===== src/rtl/calc_pkg.sv =====
// Shared definitions for the calculator, its command driver and benches:
// default widths, opcode values and driver FSM state encoding.
package calc_pkg;

   localparam int CALC_W   = 16;
   localparam int CALC_OPW = 8;

   localparam logic [7:0] OP_ADD = 8'd0;
   localparam logic [7:0] OP_SUB = 8'd1;
   localparam logic [7:0] OP_MUL = 8'd2;
   localparam logic [7:0] OP_DIV = 8'd3;
   localparam logic [7:0] OP_OP4 = 8'd4;
   localparam logic [7:0] OP_OP5 = 8'd5;

   localparam logic [1:0] ST_IDLE   = 2'd0;
   localparam logic [1:0] ST_WAIT   = 2'd1;
   localparam logic [1:0] ST_RESULT = 2'd2;

endpackage


===== src/rtl/calc_driver_if.sv =====
// Command and result handshakes of the calculator driver; the driver is the
// slave, the command source / result consumer is the master.
interface calc_driver_if
   import calc_pkg::*;
#(
   parameter int W   = CALC_W,
   parameter int OPW = CALC_OPW
);
   logic           cmd_valid;
   logic           cmd_ready;
   logic [W-1:0]   cmd_A;
   logic [W-1:0]   cmd_B;
   logic [W-1:0]   cmd_C;
   logic [W-1:0]   cmd_D;
   logic [OPW-1:0] cmd_opcode;
   logic           res_valid;
   logic           res_ready;
   logic [W-1:0]   res_data;
   logic [2:0]     res_tag;

   modport master (
      output cmd_valid, cmd_A, cmd_B, cmd_C, cmd_D, cmd_opcode, res_ready,
      input  cmd_ready, res_valid, res_data, res_tag
   );

   modport slave (
      input  cmd_valid, cmd_A, cmd_B, cmd_C, cmd_D, cmd_opcode, res_ready,
      output cmd_ready, res_valid, res_data, res_tag
   );
endinterface


===== src/rtl/calc_cmd_fifo.sv =====
// Circular command buffer with registered pointers and occupancy count.
// Output is the current head entry; push on full and pop on empty are ignored.
module calc_cmd_fifo #(
   parameter int DW    = 72,
   parameter int DEPTH = 4
) (
   input  logic          clk,
   input  logic          reset,
   input  logic          push,
   input  logic          pop,
   input  logic [DW-1:0] din,
   output logic [DW-1:0] dout,
   output logic          full,
   output logic          empty
);
   localparam int AW = $clog2(DEPTH);

   logic [DW-1:0] mem_r [DEPTH];
   logic [AW-1:0] wr_ptr_r;
   logic [AW-1:0] rd_ptr_r;
   logic [AW:0]   count_r;
   logic          push_ok_s;
   logic          pop_ok_s;

   assign full      = (count_r == (AW+1)'(DEPTH));
   assign empty     = (count_r == (AW+1)'(0));
   assign push_ok_s = push && !full;
   assign pop_ok_s  = pop && !empty;
   assign dout      = mem_r[rd_ptr_r];

   // Pointer and count update; DEPTH is a power of two so pointers wrap naturally.
   always_ff @(posedge clk or posedge reset) begin
      if (reset) begin
         wr_ptr_r <= AW'(0);
         rd_ptr_r <= AW'(0);
         count_r  <= (AW+1)'(0);
      end else begin
         if (push_ok_s) begin
            wr_ptr_r <= wr_ptr_r + AW'(1);
         end
         if (pop_ok_s) begin
            rd_ptr_r <= rd_ptr_r + AW'(1);
         end
         case ({push_ok_s, pop_ok_s})
            2'b10:   count_r <= count_r + (AW+1)'(1);
            2'b01:   count_r <= count_r - (AW+1)'(1);
            default: count_r <= count_r;
         endcase
      end
   end

   // Storage array; contents are don't-care until written.
   always_ff @(posedge clk) begin
      if (push_ok_s) begin
         mem_r[wr_ptr_r] <= din;
      end
   end
endmodule


===== src/rtl/calc_driver.sv =====
// Buffers calculator commands, issues them one at a time, waits the fixed
// calculator latency and presents each result with a 3-bit issue tag.
module calc_driver
   import calc_pkg::*;
#(
   parameter int W       = CALC_W,
   parameter int OPW     = CALC_OPW,
   parameter int LATENCY = 2,
   parameter int DEPTH   = 4
) (
   input  logic           clk,
   input  logic           reset,
   calc_driver_if.slave   cmd_bus,
   output logic [W-1:0]   calc_A,
   output logic [W-1:0]   calc_B,
   output logic [W-1:0]   calc_C,
   output logic [W-1:0]   calc_D,
   output logic [OPW-1:0] calc_opcode,
   input  logic [W-1:0]   calc_out,
   output logic           busy
);
   localparam int DW = 4*W + OPW;
   localparam int CW = $clog2(LATENCY + 1);

   logic [1:0]    state_r;
   logic [CW-1:0] wait_cnt_r;
   logic [2:0]    issue_cnt_r;
   logic          res_valid_r;
   logic [W-1:0]  res_data_r;
   logic [2:0]    res_tag_r;
   logic          full_s;
   logic          empty_s;
   logic          push_s;
   logic          pop_s;
   logic [DW-1:0] head_s;

   assign push_s            = cmd_bus.cmd_valid && !full_s;
   assign cmd_bus.cmd_ready = !full_s;
   assign cmd_bus.res_valid = res_valid_r;
   assign cmd_bus.res_data  = res_data_r;
   assign cmd_bus.res_tag   = res_tag_r;
   assign busy              = (state_r != ST_IDLE) || !empty_s;

   calc_cmd_fifo #(.DW(DW), .DEPTH(DEPTH)) u_fifo (
      .clk   (clk),
      .reset (reset),
      .push  (push_s),
      .pop   (pop_s),
      .din   ({cmd_bus.cmd_A, cmd_bus.cmd_B, cmd_bus.cmd_C, cmd_bus.cmd_D, cmd_bus.cmd_opcode}),
      .dout  (head_s),
      .full  (full_s),
      .empty (empty_s)
   );

   // Issue decision: from IDLE, or from RESULT on the edge the result is taken.
   always_comb begin
      pop_s = 1'b0;
      case (state_r)
         ST_IDLE: begin
            if (!empty_s) pop_s = 1'b1;
            else          pop_s = 1'b0;
         end
         ST_RESULT: begin
            if (cmd_bus.res_ready && !empty_s) pop_s = 1'b1;
            else                               pop_s = 1'b0;
         end
         default: pop_s = 1'b0;
      endcase
   end

   // Issue registers, latency countdown, result capture and state sequencing.
   always_ff @(posedge clk or posedge reset) begin
      if (reset) begin
         state_r     <= ST_IDLE;
         wait_cnt_r  <= CW'(0);
         issue_cnt_r <= 3'd0;
         res_valid_r <= 1'b0;
         res_data_r  <= W'(0);
         res_tag_r   <= 3'd0;
         calc_A      <= W'(0);
         calc_B      <= W'(0);
         calc_C      <= W'(0);
         calc_D      <= W'(0);
         calc_opcode <= OPW'(0);
      end else begin
         if (pop_s) begin
            {calc_A, calc_B, calc_C, calc_D, calc_opcode} <= head_s;
            wait_cnt_r  <= CW'(LATENCY);
            res_tag_r   <= issue_cnt_r;
            issue_cnt_r <= issue_cnt_r + 3'd1;
         end
         case (state_r)
            ST_IDLE: begin
               if (pop_s) state_r <= ST_WAIT;
            end
            ST_WAIT: begin
               // Count of 1 means calc_out now reflects the issued command.
               if (wait_cnt_r == CW'(1)) begin
                  res_data_r  <= calc_out;
                  res_valid_r <= 1'b1;
                  state_r     <= ST_RESULT;
               end else begin
                  wait_cnt_r <= wait_cnt_r - CW'(1);
               end
            end
            ST_RESULT: begin
               if (cmd_bus.res_ready) begin
                  res_valid_r <= 1'b0;
                  state_r     <= pop_s ? ST_WAIT : ST_IDLE;
               end
            end
            default: state_r <= ST_IDLE;
         endcase
      end
   end
endmodule


===== src/flat_wrapper.sv =====
// flat-port wrapper written by rule: the top's interface ports become plain ports
module calc_driver_flat import calc_pkg::*;
#(
   parameter int W       = CALC_W,
   parameter int OPW     = CALC_OPW,
   parameter int LATENCY = 2,
   parameter int DEPTH   = 4
)
  (clk, reset, calc_A, calc_B, calc_C, calc_D, calc_opcode, calc_out, busy, cmd_bus_cmd_valid, cmd_bus_cmd_A, cmd_bus_cmd_B, cmd_bus_cmd_C, cmd_bus_cmd_D, cmd_bus_cmd_opcode, cmd_bus_res_ready, cmd_bus_cmd_ready, cmd_bus_res_valid, cmd_bus_res_data, cmd_bus_res_tag);
  calc_driver_if #(.W(W), .OPW(OPW)) cmd_bus_i ();
  input  logic clk;
  input  logic reset;
  output logic [W-1:0] calc_A;
  output logic [W-1:0] calc_B;
  output logic [W-1:0] calc_C;
  output logic [W-1:0] calc_D;
  output logic [OPW-1:0] calc_opcode;
  input  logic [W-1:0] calc_out;
  output logic busy;
  input wire logic [$bits(cmd_bus_i.cmd_valid)-1:0] cmd_bus_cmd_valid;
  input wire logic [$bits(cmd_bus_i.cmd_A)-1:0] cmd_bus_cmd_A;
  input wire logic [$bits(cmd_bus_i.cmd_B)-1:0] cmd_bus_cmd_B;
  input wire logic [$bits(cmd_bus_i.cmd_C)-1:0] cmd_bus_cmd_C;
  input wire logic [$bits(cmd_bus_i.cmd_D)-1:0] cmd_bus_cmd_D;
  input wire logic [$bits(cmd_bus_i.cmd_opcode)-1:0] cmd_bus_cmd_opcode;
  input wire logic [$bits(cmd_bus_i.res_ready)-1:0] cmd_bus_res_ready;
  output wire logic [$bits(cmd_bus_i.cmd_ready)-1:0] cmd_bus_cmd_ready;
  output wire logic [$bits(cmd_bus_i.res_valid)-1:0] cmd_bus_res_valid;
  output wire logic [$bits(cmd_bus_i.res_data)-1:0] cmd_bus_res_data;
  output wire logic [$bits(cmd_bus_i.res_tag)-1:0] cmd_bus_res_tag;
  assign cmd_bus_i.cmd_valid = cmd_bus_cmd_valid;
  assign cmd_bus_i.cmd_A = cmd_bus_cmd_A;
  assign cmd_bus_i.cmd_B = cmd_bus_cmd_B;
  assign cmd_bus_i.cmd_C = cmd_bus_cmd_C;
  assign cmd_bus_i.cmd_D = cmd_bus_cmd_D;
  assign cmd_bus_i.cmd_opcode = cmd_bus_cmd_opcode;
  assign cmd_bus_i.res_ready = cmd_bus_res_ready;
  assign cmd_bus_cmd_ready = cmd_bus_i.cmd_ready;
  assign cmd_bus_res_valid = cmd_bus_i.res_valid;
  assign cmd_bus_res_data = cmd_bus_i.res_data;
  assign cmd_bus_res_tag = cmd_bus_i.res_tag;
  calc_driver #(.W(W), .OPW(OPW), .LATENCY(LATENCY), .DEPTH(DEPTH)) u_core (.clk(clk), .reset(reset), .cmd_bus(cmd_bus_i), .calc_A(calc_A), .calc_B(calc_B), .calc_C(calc_C), .calc_D(calc_D), .calc_opcode(calc_opcode), .calc_out(calc_out), .busy(busy));
endmodule

===== config.mk =====
export PLATFORM = sky130hd
export DESIGN_NAME = calc_driver_flat
export DESIGN_NICKNAME = d
export VERILOG_FILES = /design/src/rtl/calc_pkg.sv /design/src/rtl/calc_driver_if.sv /design/src/rtl/calc_cmd_fifo.sv /design/src/rtl/calc_driver.sv /design/src/flat_wrapper.sv
export SDC_FILE = /design/constraint.sdc
export NUM_CORES = 1
export LEC_CHECK = 0
export CAP_MARGIN = 20
export CORE_ASPECT_RATIO = 0.8
export CORE_UTILIZATION = 57
export DETAILED_ROUTE_END_ITERATION = 6
export DONT_BUFFER_PORTS = 1
export GPL_TIMING_DRIVEN = 0
export PLACE_DENSITY = 0.8
export SYNTH_ARGS = -nofsm -noshare
export SYNTH_HDL_FRONTEND = slang
export SYNTH_SLANG_ARGS = --single-unit

===== constraint.sdc =====
create_clock -name clk -period 3.47 [get_ports clk]
set_input_delay 0.5205 -clock clk [delete_from_list [all_inputs] [get_ports clk]]
set_output_delay 0.5205 -clock clk [all_outputs]
set_load 0.02 [all_outputs]

==> out/summary.txt, run 1 <==
status -> finished, final reports clean
Pins Over Slew Limit -> 0
Cell variety after synth -> 29
final setup vio count -> 0
Pint -> 10.81 mW
CP Cell Sequence -> nor2b_1 -> nor3_4 -> buf_6 -> ha_1 -> inv_1 -> fa_1 -> xor2_1 -> nor2_1 -> xor2_1
slowest stage cell, crit path -> nor3_4
final worst-path cycle share -> 76.38%
top_reg_cell synth -> edfxtp_1
Placer Congestion -> 0.7487
switching share of power -> 31.00%
vias per cell -> 6.022
top post-synthesis cells by area -> edfxtp_1 (59%), dfrtp_1 (18%), mux4_2 (11%), mux2_2 (6.9%), buf_6 (1.2%)
total CTS buffers -> 37
# hold bufs at CTS -> 0
CTS resizes -> 0
initial antenna violation count -> 0
die height -> 145.1 µm
post-placement cell count -> 960
worst endpoint required time -> 3.91 ns
Setup crit start kind -> flop
drt drc -> 0
final instance area -> 16280 µm²
Inserted Diodes -> 0
first-pass detailed-route iteration total -> 4
initial core utilization -> 58.93%
I/O pins -> 186
Vias -> 6185
net count after synthesis -> 737
top-count cell post-synth -> edfxtp_1
CP max stage delay -> 0.61 ns
Logic pwr share -> 25.7%
Seq/Total Area, Yosys -> 77.45%
number of port buffers -> 0
Post-DP HPWL -> 16620 µm
Crit Path Class -> flop to flop
crit path max fanout -> 10
Worst path most repeated cell -> xor2_1
Area Growth Syn to Fin -> 11.59%
H-tree Lvls -> 2
Rel. slew slack -> 38.91%
max-cap violations -> 0
crit end category -> flop
Clock Path Buffers -> 3
Core Area -> 24760 µm²
WL/cell -> 26.11 µm
fin crit period -> 2.650 ns
final core occ -> 65.76%
RSZ-0062 raised after global routing -> no
Flop pwr share -> 50.2%
crit-path leading delay family -> simple AND/OR/NAND/NOR gates
dpl cell area -> 15150 µm²
Ys Warns -> 0
CTS tree -> built
FP Rows -> 51
WL final -> 26820 µm
first-pass GRT wire length -> 41570 µm
PD cells -> 962.6 nW/µm²
NumNets Final -> 781
# clock sinks -> 394
commonest cells in the netlist -> edfxtp_1 (288), dfrtp_1 (106), mux2_2 (90)
dominant cell type by area after synthesis -> edfxtp_1
Fin. Hold Viols -> 0
Slew @ Worst Pin -> 0.9164 ns
synthesized area -> 14590 µm²
clock skew -> 0.01064 ns
Syn Inst Count -> 637
WP buf/inv -> 2
worst hold slack -> 0.07529 ns
leakage -> 5.641 nW
share of cells above drive strength 1 -> 34.56%
min-delay worst type -> primary input to asynchronous set/reset pin
highest clock rate -> 0.3773 GHz
Final Non-Filler Cells -> 1027
CP Data Arrival Time -> 3.09 ns
largest net degree at the start of global routing -> 71
clock latency on the worst-skew pair -> 0.52 ns
Die W -> 180.9 µm
VDD IR-drop max -> 0.6201 mV
CTS clk-pin slew, worst paths -> 0.06 ns
Seq cells post-synth -> 394
global route overflow -> 0
GR Util All Layers -> 21.44%
Initial DRC Count -> 390
antenna viol nets, final -> 0
Die ar. -> 26250 µm²
ys async rst share -> 26.90%
top cell type's share of synthesized area -> 59.27%
EDFF count, synth -> 288
setup tns final -> 0 ns
post-CTS setup buffer count -> 0
average cell area after synthesis -> 22.90 µm²
clock power share -> 24.1%
P_sw -> 4.858 mW
vias in the first global route -> 7046
Root Buffer -> clkbuf_16
placed cells by master, fill, tap and decap left out, drive strengths merged, types with 2 or more instances in the layout:
cell / n
mux4: 72
nor3: 2
nand2: 4
dfrtp: 106
mux2: 93
clkinv: 9
mux2i: 2
nor4b: 2
edfxtp: 288
ha: 7
or3b: 2
and3: 4
xor2: 6
inv: 10
buf: 24
nor2: 4
xnor2: 2
clkbuf: 62
metrics by stage:
step           power, mW  worst slack (ns)
3_5_place_dp       12.05            0.7459
3_3_place_gp       11.75            -1.257
2_1_floorplan      10.88            0.1606
5_1_grt            16.40            0.6183
4_1_cts            15.89            0.7600
6_report           15.67            0.8196
layout make-up:
type | count | area [µm²]
buffer | 26 | 215.2
clock buffer | 55 | 1046
clock inverter | 12 | 86.33
fill | 1568 | 8478
inverter | 9 | 36.28
multi-input combinational | 208 | 3060
sequential | 394 | 11300
tap | 318 | 397.9
timing repair buffer | 5 | 137.6
path summary, 6_finish.rpt:
check | startpoint | slack, ns | cells after the start | to
min in group clk | cmd_bus_cmd_C[15] | 0.10 | 0 | u_core.u_fifo.mem_r[2][39]
worst min register to register | u_core.issue_cnt_r[2] | 0.48 | 1 | u_core.issue_cnt_r[2]
worst min-delay path | reset | 0.08 | 1 | u_core.calc_A[14]
worst max register to register | u_core.state_r[1] | 0.82 | 9 | u_core.u_fifo.count_r[2]
max in group asynchronous | reset | 2.66 | 2 | u_core.calc_C[14]
worst max-delay path | u_core.state_r[1] | 0.82 | 9 | u_core.u_fifo.count_r[2]
routing by layer:
layer  global-route usage (%)  vias to the layer above  wire, µm
li1                         -                     2642         -
met2                    36.22                      207     13750
met4                    6.709                        0       432
met1                    24.91                     3299      9891
met5                        0                        -         0
met3                    8.961                       37      2739
sequential cells by signal (all words and copies together) (netlist names), 3 cells and up:
signal and count:
u_core.u_fifo.mem_r 288, u_core.u_fifo.count_r 3, u_core.cmd_bus.res_tag 3, u_core.issue_cnt_r 3
u_core.calc_D 16, u_core.calc_opcode 8, u_core.calc_C 16, u_core.calc_B 16
u_core.calc_A 16, u_core.cmd_bus.res_data 16
kinds of logic after synthesis:
| family | after synthesis | share of synthesized area, % |
|---|---|---|
| multiplexers | 167 | 18.51 |
| buffers and inverters | 35 | 1.707 |
| adder cells (fa/ha/maj) | 8 | 0.7375 |
| AND/OR/NAND/NOR | 21 | 0.9348 |
| XOR/XNOR | 8 | 0.4803 |
| AO/OA/AOI/OAI | 4 | 0.1801 |
| flip-flops | 394 | 77.45 |
power by group through the flow:
stage	clock, mW	combinational (mW)	sequential, mW
finish	3.78	4.03	7.86
global route	4.06	4.36	7.98
detailed placement	0	4.10	7.96
CTS	3.88	4.14	7.88
global placement	0	3.80	7.95
floorplan	0	3.18	7.70
Note: power is estimated with default switching activity, not from simulation.
==> run 2: changes to the inputs <==
==> constraint.sdc (replaced) <==
create_clock -name clk -period 2.3 [get_ports clk]
set_input_delay 0.345 -clock clk [delete_from_list [all_inputs] [get_ports clk]]
set_output_delay 0.345 -clock clk [all_outputs]
set_load 0.02 [all_outputs]
==> run 2 against run 1 <==
Combinational power up 60%. Clock skew up 0.0073 ns. Die area unchanged. Design area up 6.7%. Sequential power up 51%. Wire length up 4.0%. Critical path type unchanged.
==> out/summary.txt, run 2 (synthesis results as in run 1) <==
I/O pins -> 186 (unchanged)
total CTS buffers -> 38 (was 37)
GR Util All Layers -> 22.23% (was 21.44%)
Fin. Hold Viols -> 0 (unchanged)
H-tree Lvls -> 2 (unchanged)
final setup vio count -> 0 (unchanged)
most frequent cells in the layout -> edfxtp_1 (288), dfrtp_1 (106), mux2_2 (90) (unchanged)
Core Area -> 24760 µm² (unchanged)
clock skew -> 0.01794 ns (was 0.01064 ns)
Flop pwr share -> 48.6% (was 50.2%)
crit path max fanout -> 6 (was 10)
FP Rows -> 51 (unchanged)
first-pass detailed-route iteration total -> 4 (unchanged)
Top reg by flops -> u_core.u_fifo.mem_r (unchanged)
die height -> 145.1 µm (unchanged)
commonest non-fill, non-tap cell in the layout -> edfxtp_1 (unchanged)
vias in the first global route -> 7500 (was 7046)
vias per cell -> 5.879 (was 6.022)
Pins Over Slew Limit -> 0 (unchanged)
Pint -> 16.80 mW (was 10.81 mW)
max-cap violations -> 0 (unchanged)
share of cells above drive strength 1 -> 32.88% (was 34.56%)
# clock sinks -> 394 (unchanged)
Die ar. -> 26250 µm² (unchanged)
Clock Path Buffers -> 3 (unchanged)
pre-CTS setup slack -> -0.4184 ns (was 0.7459 ns)
highest clock rate -> 0.4666 GHz (was 0.3773 GHz)
VDD IR-drop max -> 0.7796 mV (was 0.6201 mV)
P_sw -> 7.587 mW (was 4.858 mW)
largest net degree at the start of global routing -> 44 (was 71)
fillers -> 1491 (was 1568)
PD cells -> 1403 nW/µm² (was 962.6 nW/µm²)
clock power share -> 24.9% (was 24.1%)
Logic pwr share -> 26.5% (was 25.7%)
first-pass GRT wire length -> 43730 µm (was 41570 µm)
Vias -> 6637 (was 6185)
final worst-path cycle share -> 93.18% (was 76.38%)
min-delay worst type -> primary input to flop (was primary input to asynchronous set/reset pin)
Initial DRC Count -> 402 (was 390)
Setup crit start kind -> flop (unchanged)
setup ws final -> 0.1569 ns (was 0.8196 ns)
worst endpoint required time -> 2.74 ns (was 3.91 ns)
CTS clk-pin slew, worst paths -> 0.07 ns (was 0.06 ns)
met3 WL -> 1941 µm (was 2739 µm)
WL final -> 27890 µm (was 26820 µm)
clock latency on the worst-skew pair -> 0.51 ns (was 0.52 ns)
highest metal used -> met4 (unchanged)
CTS tree -> built (unchanged)
Post-DP HPWL -> 16620 µm (about the same)
switching share of power -> 31.11% (was 31.00%)
max reg flops -> 288 (unchanged)
leakage -> 6.103 nW (was 5.641 nW)
NumNets Final -> 879 (was 781)
crit end category -> flop (unchanged)
Die W -> 180.9 µm (unchanged)
final core occ -> 70.19% (was 65.76%)
fin crit period -> 2.143 ns (was 2.650 ns)
met2 wire len -> 14410 µm (was 13750 µm)
Pwr Total -> 24.39 mW (was 15.67 mW)
Rel. slew slack -> 52.65% (was 38.91%)
RSZ-0062 raised after global routing -> no (unchanged)
number of port buffers -> 0 (unchanged)
Slew @ Worst Pin -> 0.7103 ns (was 0.9164 ns)
CP Data Arrival Time -> 2.58 ns (was 3.09 ns)
Root Buffer -> clkbuf_16 (unchanged)
initial core utilization -> 58.93% (unchanged)
Crit Path Class -> flop to flop (unchanged)
met1 WL -> 10970 µm (was 9891 µm)
drt drc -> 0 (unchanged)
initial antenna violation count -> 2 (was 0)
antenna viol nets, final -> 0 (unchanged)
Final Non-Filler Cells -> 1129 (was 1027)
Area Growth Syn to Fin -> 19.12% (was 11.59%)
post-placement cell count -> 962 (was 960)
Placer Congestion -> 0.7581 (was 0.7487)
status -> finished, final reports clean (unchanged)
WL/cell -> 24.71 µm (was 26.11 µm)
global route overflow -> 0 (unchanged)
-- run 2: cell count changes in the layout (fill, tap and decap cells not counted), moves of 2 or more --
cell	previous run	this run
buf_4	0	6
clkbuf_16	39	41
dlygate4sd3_1	0	89
clkinvlp_4	1	4
clkinv_4	0	2
diode_2	0	2
clkbuf_1	22	17
buf_12	0	3
-- run 2: stage by stage --
step | cell area [µm²] | hold slack, ns | TNS (ns)
final | 17380 | 0.05944 | 0
after global routing | 17380 | 0.09012 | 0
after CTS | 17360 | 0.04039 | 0
after detailed placement | 15180 | 0.2851 | -0.5800
after global placement | 15000 | 0.4440 | -160.07
after floorplan | 14600 | 0.4362 | 0
-- run 2: worst paths after layout --
check / end / startpoint / depth (start not counted) / slack, ns
worst max-delay path: u_core.u_fifo.count_r[2] / u_core.u_fifo.count_r[1] / 9 / 0.16
worst min-delay path: u_core.cmd_bus.res_valid / cmd_bus_res_ready / 3 / 0.06
worst max register to register: u_core.u_fifo.count_r[2] / u_core.u_fifo.count_r[1] / 9 / 0.16
worst min register to register: u_core.issue_cnt_r[2] / u_core.issue_cnt_r[2] / 1 / 0.50
max in group asynchronous: u_core.calc_B[10] / reset / 4 / 1.11
min in group asynchronous: u_core.calc_opcode[1] / reset / 2 / 0.37
-- run 2: final cells by class --
class                           count  area [µm²]  area share [%]
Timing Repair Buffer              102        1106           6.364
Tap cell                          318       397.9           2.289
Inverter                            9       37.54          0.2160
Sequential cell                   394       11300           65.02
Antenna cell                        2       5.005         0.02880
Clock buffer                       53        1091           6.278
Multi-Input combinational cell    208        3080           17.72
Buffer                             26       215.2           1.238
Clock inverter                     17       145.1          0.8351
-- run 2: what timing repair did --
action | in CTS | in global routing
endpoints found under the hold margin | 324 | 0
gates resized for setup | 2 | 4
buffers inserted | 6 | 0
endpoints found under the setup margin | 2 | 1
hold buffers | 89 | 0
pin swaps | 4 | 6
-- run 2: power groups by stage --
stage | logic [mW] | clock network, mW | registers, mW
4_1_cts | 6.50 | 6.18 | 11.9
5_1_grt | 6.97 | 6.47 | 12.0
3_3_place_gp | 5.72 | 0 | 11.9
3_5_place_dp | 6.18 | 0 | 12.0
6_report | 6.46 | 6.07 | 11.9
2_1_floorplan | 4.80 | 0 | 11.6
-- run 2: layer usage --
metal	vias to the layer above	track usage, %
met3	50	5.999
met1	3509	28.30
met5	-	0
li1	2857	-
met4	0	6.795
met2	221	37.53
-- run 2: worst max-delay path: stages (launching register included) --
cell,delay [ns]
dfrtp_1,0.39
or3b_4,0.48
and2_4,0.20
inv_2,0.05
ha_4,0.12
inv_1,0.05
fa_2,0.34
xor2_1,0.15
nor2_1,0.14
xor2_1,0.15
==> run 3: changes to the inputs <==
--- a/config.mk
+++ b/config.mk
@@ -6,11 +6,12 @@
 export NUM_CORES = 1
 export LEC_CHECK = 0
 export CAP_MARGIN = 20
+export CELL_PAD_IN_SITES_DETAIL_PLACEMENT = 1
+export CELL_PAD_IN_SITES_GLOBAL_PLACEMENT = 1
 export CORE_ASPECT_RATIO = 0.8
-export CORE_UTILIZATION = 57
+export CORE_UTILIZATION = 50
 export DETAILED_ROUTE_END_ITERATION = 6
 export DONT_BUFFER_PORTS = 1
-export GPL_TIMING_DRIVEN = 0
 export PLACE_DENSITY = 0.8
 export SYNTH_ARGS = -nofsm -noshare
 export SYNTH_HDL_FRONTEND = slang
==> run 3 against run 2 <==
The flow now finishes with violations (design-rule violations). Die area grew 14%. Sequential power is essentially flat. Maximum frequency down 3.6%. Combinational power shrank 5.0%. Largest cell class unchanged. Wire length is 6.7% higher. Core utilization fell by 9.7 points. Clock skew increased by 0.0047 ns. Setup slack got worse by 0.081 ns. Critical endpoint unchanged. Design area shrank 0.76%. Critical path depth unchanged.
==> out/summary.txt, run 3 (synthesis results as in run 1) <==
status -> complete, but fails checks (was finished, final reports clean)
failing checks -> design-rule violations
die height -> 154.8 µm (was 145.1 µm)
CTS clk-pin slew, worst paths -> 0.06 ns (was 0.07 ns)
most frequent cells in the layout -> edfxtp_1 (288), dfrtp_1 (104), mux2_2 (90) (was edfxtp_1 (288), dfrtp_1 (106), mux2_2 (90))
PD cells -> 1393 nW/µm² (was 1403 nW/µm²)
crit path max fanout -> 3 (was 6)
fin crit period -> 2.224 ns (was 2.143 ns)
initial core utilization -> 51.21% (was 58.93%)
fillers -> 2326 (was 1491)
# clock sinks -> 394 (unchanged)
Clock Path Buffers -> 3 (unchanged)
WL final -> 29770 µm (was 27890 µm)
clock latency on the worst-skew pair -> 0.53 ns (was 0.51 ns)
first-pass GRT wire length -> 45160 µm (was 43730 µm)
CTS tree -> built (unchanged)
setup tns final -> 0 ns (unchanged)
number of port buffers -> 0 (unchanged)
highest clock rate -> 0.4496 GHz (was 0.4666 GHz)
final worst-path cycle share -> 96.70% (was 93.18%)
crit end category -> flop (unchanged)
FP Rows -> 55 (was 51)
CP Data Arrival Time -> 2.67 ns (was 2.58 ns)
total CTS buffers -> 38 (unchanged)
Fin. Hold Viols -> 0 (unchanged)
NumNets Final -> 861 (was 879)
Initial DRC Count -> 433 (was 402)
worst endpoint required time -> 2.75 ns (was 2.74 ns)
Die W -> 193.0 µm (was 180.9 µm)
Final Non-Filler Cells -> 1162 (was 1129)
leakage -> 5.999 nW (was 6.103 nW)
Core Area -> 28490 µm² (was 24760 µm²)
final instance area -> 17250 µm² (was 17380 µm²)
WL/cell -> 25.62 µm (was 24.71 µm)
max reg flops -> 288 (unchanged)
commonest non-fill, non-tap cell in the layout -> edfxtp_1 (unchanged)
Crit Path Class -> flop to flop (unchanged)
vias in the first global route -> 7589 (was 7500)
largest net degree at the start of global routing -> 73 (was 44)
clock skew -> 0.02262 ns (was 0.01794 ns)
Root Buffer -> clkbuf_16 (unchanged)
max-cap violations -> 0 (unchanged)
Setup crit start kind -> flop (unchanged)
Area Growth Syn to Fin -> 18.21% (was 19.12%)
Placer Congestion -> 0.6997 (was 0.7581)
final core occ -> 60.54% (was 70.19%)
Top reg by flops -> u_core.u_fifo.mem_r (unchanged)
VDD IR-drop max -> 0.9234 mV (was 0.7796 mV)
Post-DP HPWL -> 17100 µm (was 16620 µm)
drt drc -> 11 (was 0)
Pins Over Slew Limit -> 0 (unchanged)
CP max stage delay -> 0.42 ns (was 0.48 ns)
dpl cell area -> 15060 µm² (was 15180 µm²)
H-tree Lvls -> 2 (unchanged)
global route overflow -> 0 (unchanged)
I/O pins -> 186 (unchanged)
final setup vio count -> 0 (unchanged)
initial antenna violation count -> 2 (unchanged)
CP Cell Sequence -> or3b_4 -> and2_4 -> inv_1 -> ha_2 -> inv_1 -> fa_2 -> xor2_1 -> nor2_1 -> xor2_1 (was or3b_4 -> and2_4 -> inv_2 -> ha_4 -> inv_1 -> fa_2 -> xor2_1 -> nor2_1 -> xor2_1)
GR Util All Layers -> 20.59% (was 22.23%)
Rel. slew slack -> 53.18% (was 52.65%)
antenna viol nets, final -> 0 (unchanged)
Slew @ Worst Pin -> 0.7007 ns (was 0.7103 ns)
slowest stage cell, crit path -> or3b_4 (unchanged)
vias per cell -> 5.589 (was 5.879)
min-delay worst type -> primary input to flop (unchanged)
share of cells above drive strength 1 -> 31.01% (was 32.88%)
RSZ-0062 raised after global routing -> no (unchanged)
Vias -> 6494 (was 6637)
post-placement cell count -> 995 (was 962)
Die ar. -> 29870 µm² (was 26250 µm²)
first-pass detailed-route iteration total -> 6 (was 4)
[run 3: changes by cell type in the layout (fill, tap and decap cells not counted), sizes merged]
cell      previous run  this run
buf                 32        21
clkinv              12         8
clkinvlp             4         1
bufinv               2         0
clkbuf              60        61
[run 3: per-layer routing]
metal	share of wire, %	wire length (µm)	vias to the layer above	track usage [%]
met1	40	11910	3456	26.11
li1	-	-	2814	-
met4	1.5	455	0	5.580
met3	7.0	2086	37	5.832
met5	0	0	-	0
met2	51	15320	187	34.80
[run 3: cell type report]
| cell class | count | area [µm²] | area share [%] |
|---|---|---|---|
| Timing Repair Buffer | 110 | 1209 | 7.008 |
| Antenna cell | 2 | 5.005 | 0.02902 |
| Inverter | 9 | 37.54 | 0.2176 |
| Clock inverter | 8 | 32.53 | 0.1886 |
| Clock buffer | 61 | 1121 | 6.500 |
| Tap cell | 370 | 462.9 | 2.684 |
| Sequential cell | 394 | 11310 | 65.57 |
| Multi-Input combinational cell | 208 | 3070 | 17.80 |
[run 3: final timing paths]
kind,slack [ns],end,cells past startpoint,from
max reg2reg,0.08,u_core.u_fifo.count_r[2],9,u_core.u_fifo.count_r[0]
max,0.08,u_core.u_fifo.count_r[2],9,u_core.u_fifo.count_r[0]
min,0.04,u_core.cmd_bus.res_valid,3,cmd_bus_res_ready
max in group asynchronous,1.11,u_core.u_fifo.rd_ptr_r[0],3,reset
min reg2reg,0.47,u_core.issue_cnt_r[2],1,u_core.issue_cnt_r[2]
min in group asynchronous,0.38,u_core.calc_opcode[2],2,reset
[run 3: worst max-delay path, delay by kind of cell (launching register included)]
kind | cells | cell delay (ns)
flops | 1 | 0.39
fa+ha+maj | 2 | 0.57
xor+xnor | 2 | 0.32
buf+inv | 2 | 0.14
simple gates | 3 | 0.72
[run 3: report_power, final]
part | switching [mW] | internal [mW] | leakage, nW | total (mW)
registers | 2.25 | 9.81 | 3.88 | 12.1
logic | 2.80 | 3.34 | 1.56 | 6.14
clock network | 2.49 | 3.33 | 0.558 | 5.82
total | 7.54 | 16.5 | 6.00 | 24.0
[run 3: what timing repair did]
item,in CTS,in global routing
endpoints found under the setup margin,1,1
endpoints found under the hold margin,328,0
hold buffers,89,0
buffers inserted,0,3
pin swaps,0,3
gates resized for setup,2,2
[run 3: through the flow]
step | setup slack, ns | hold slack [ns] | power (mW)
6_report | 0.07598 | 0.03889 | 24.02
5_1_grt | 0.01297 | 0.04334 | 25.11
4_1_cts | 0.005198 | 0.01942 | 24.12
3_5_place_dp | -0.03138 | 0.3178 | 18.09
3_3_place_gp | 0.07192 | 0.3095 | 17.57
2_1_floorplan | 0.005626 | 0.4362 | 16.36
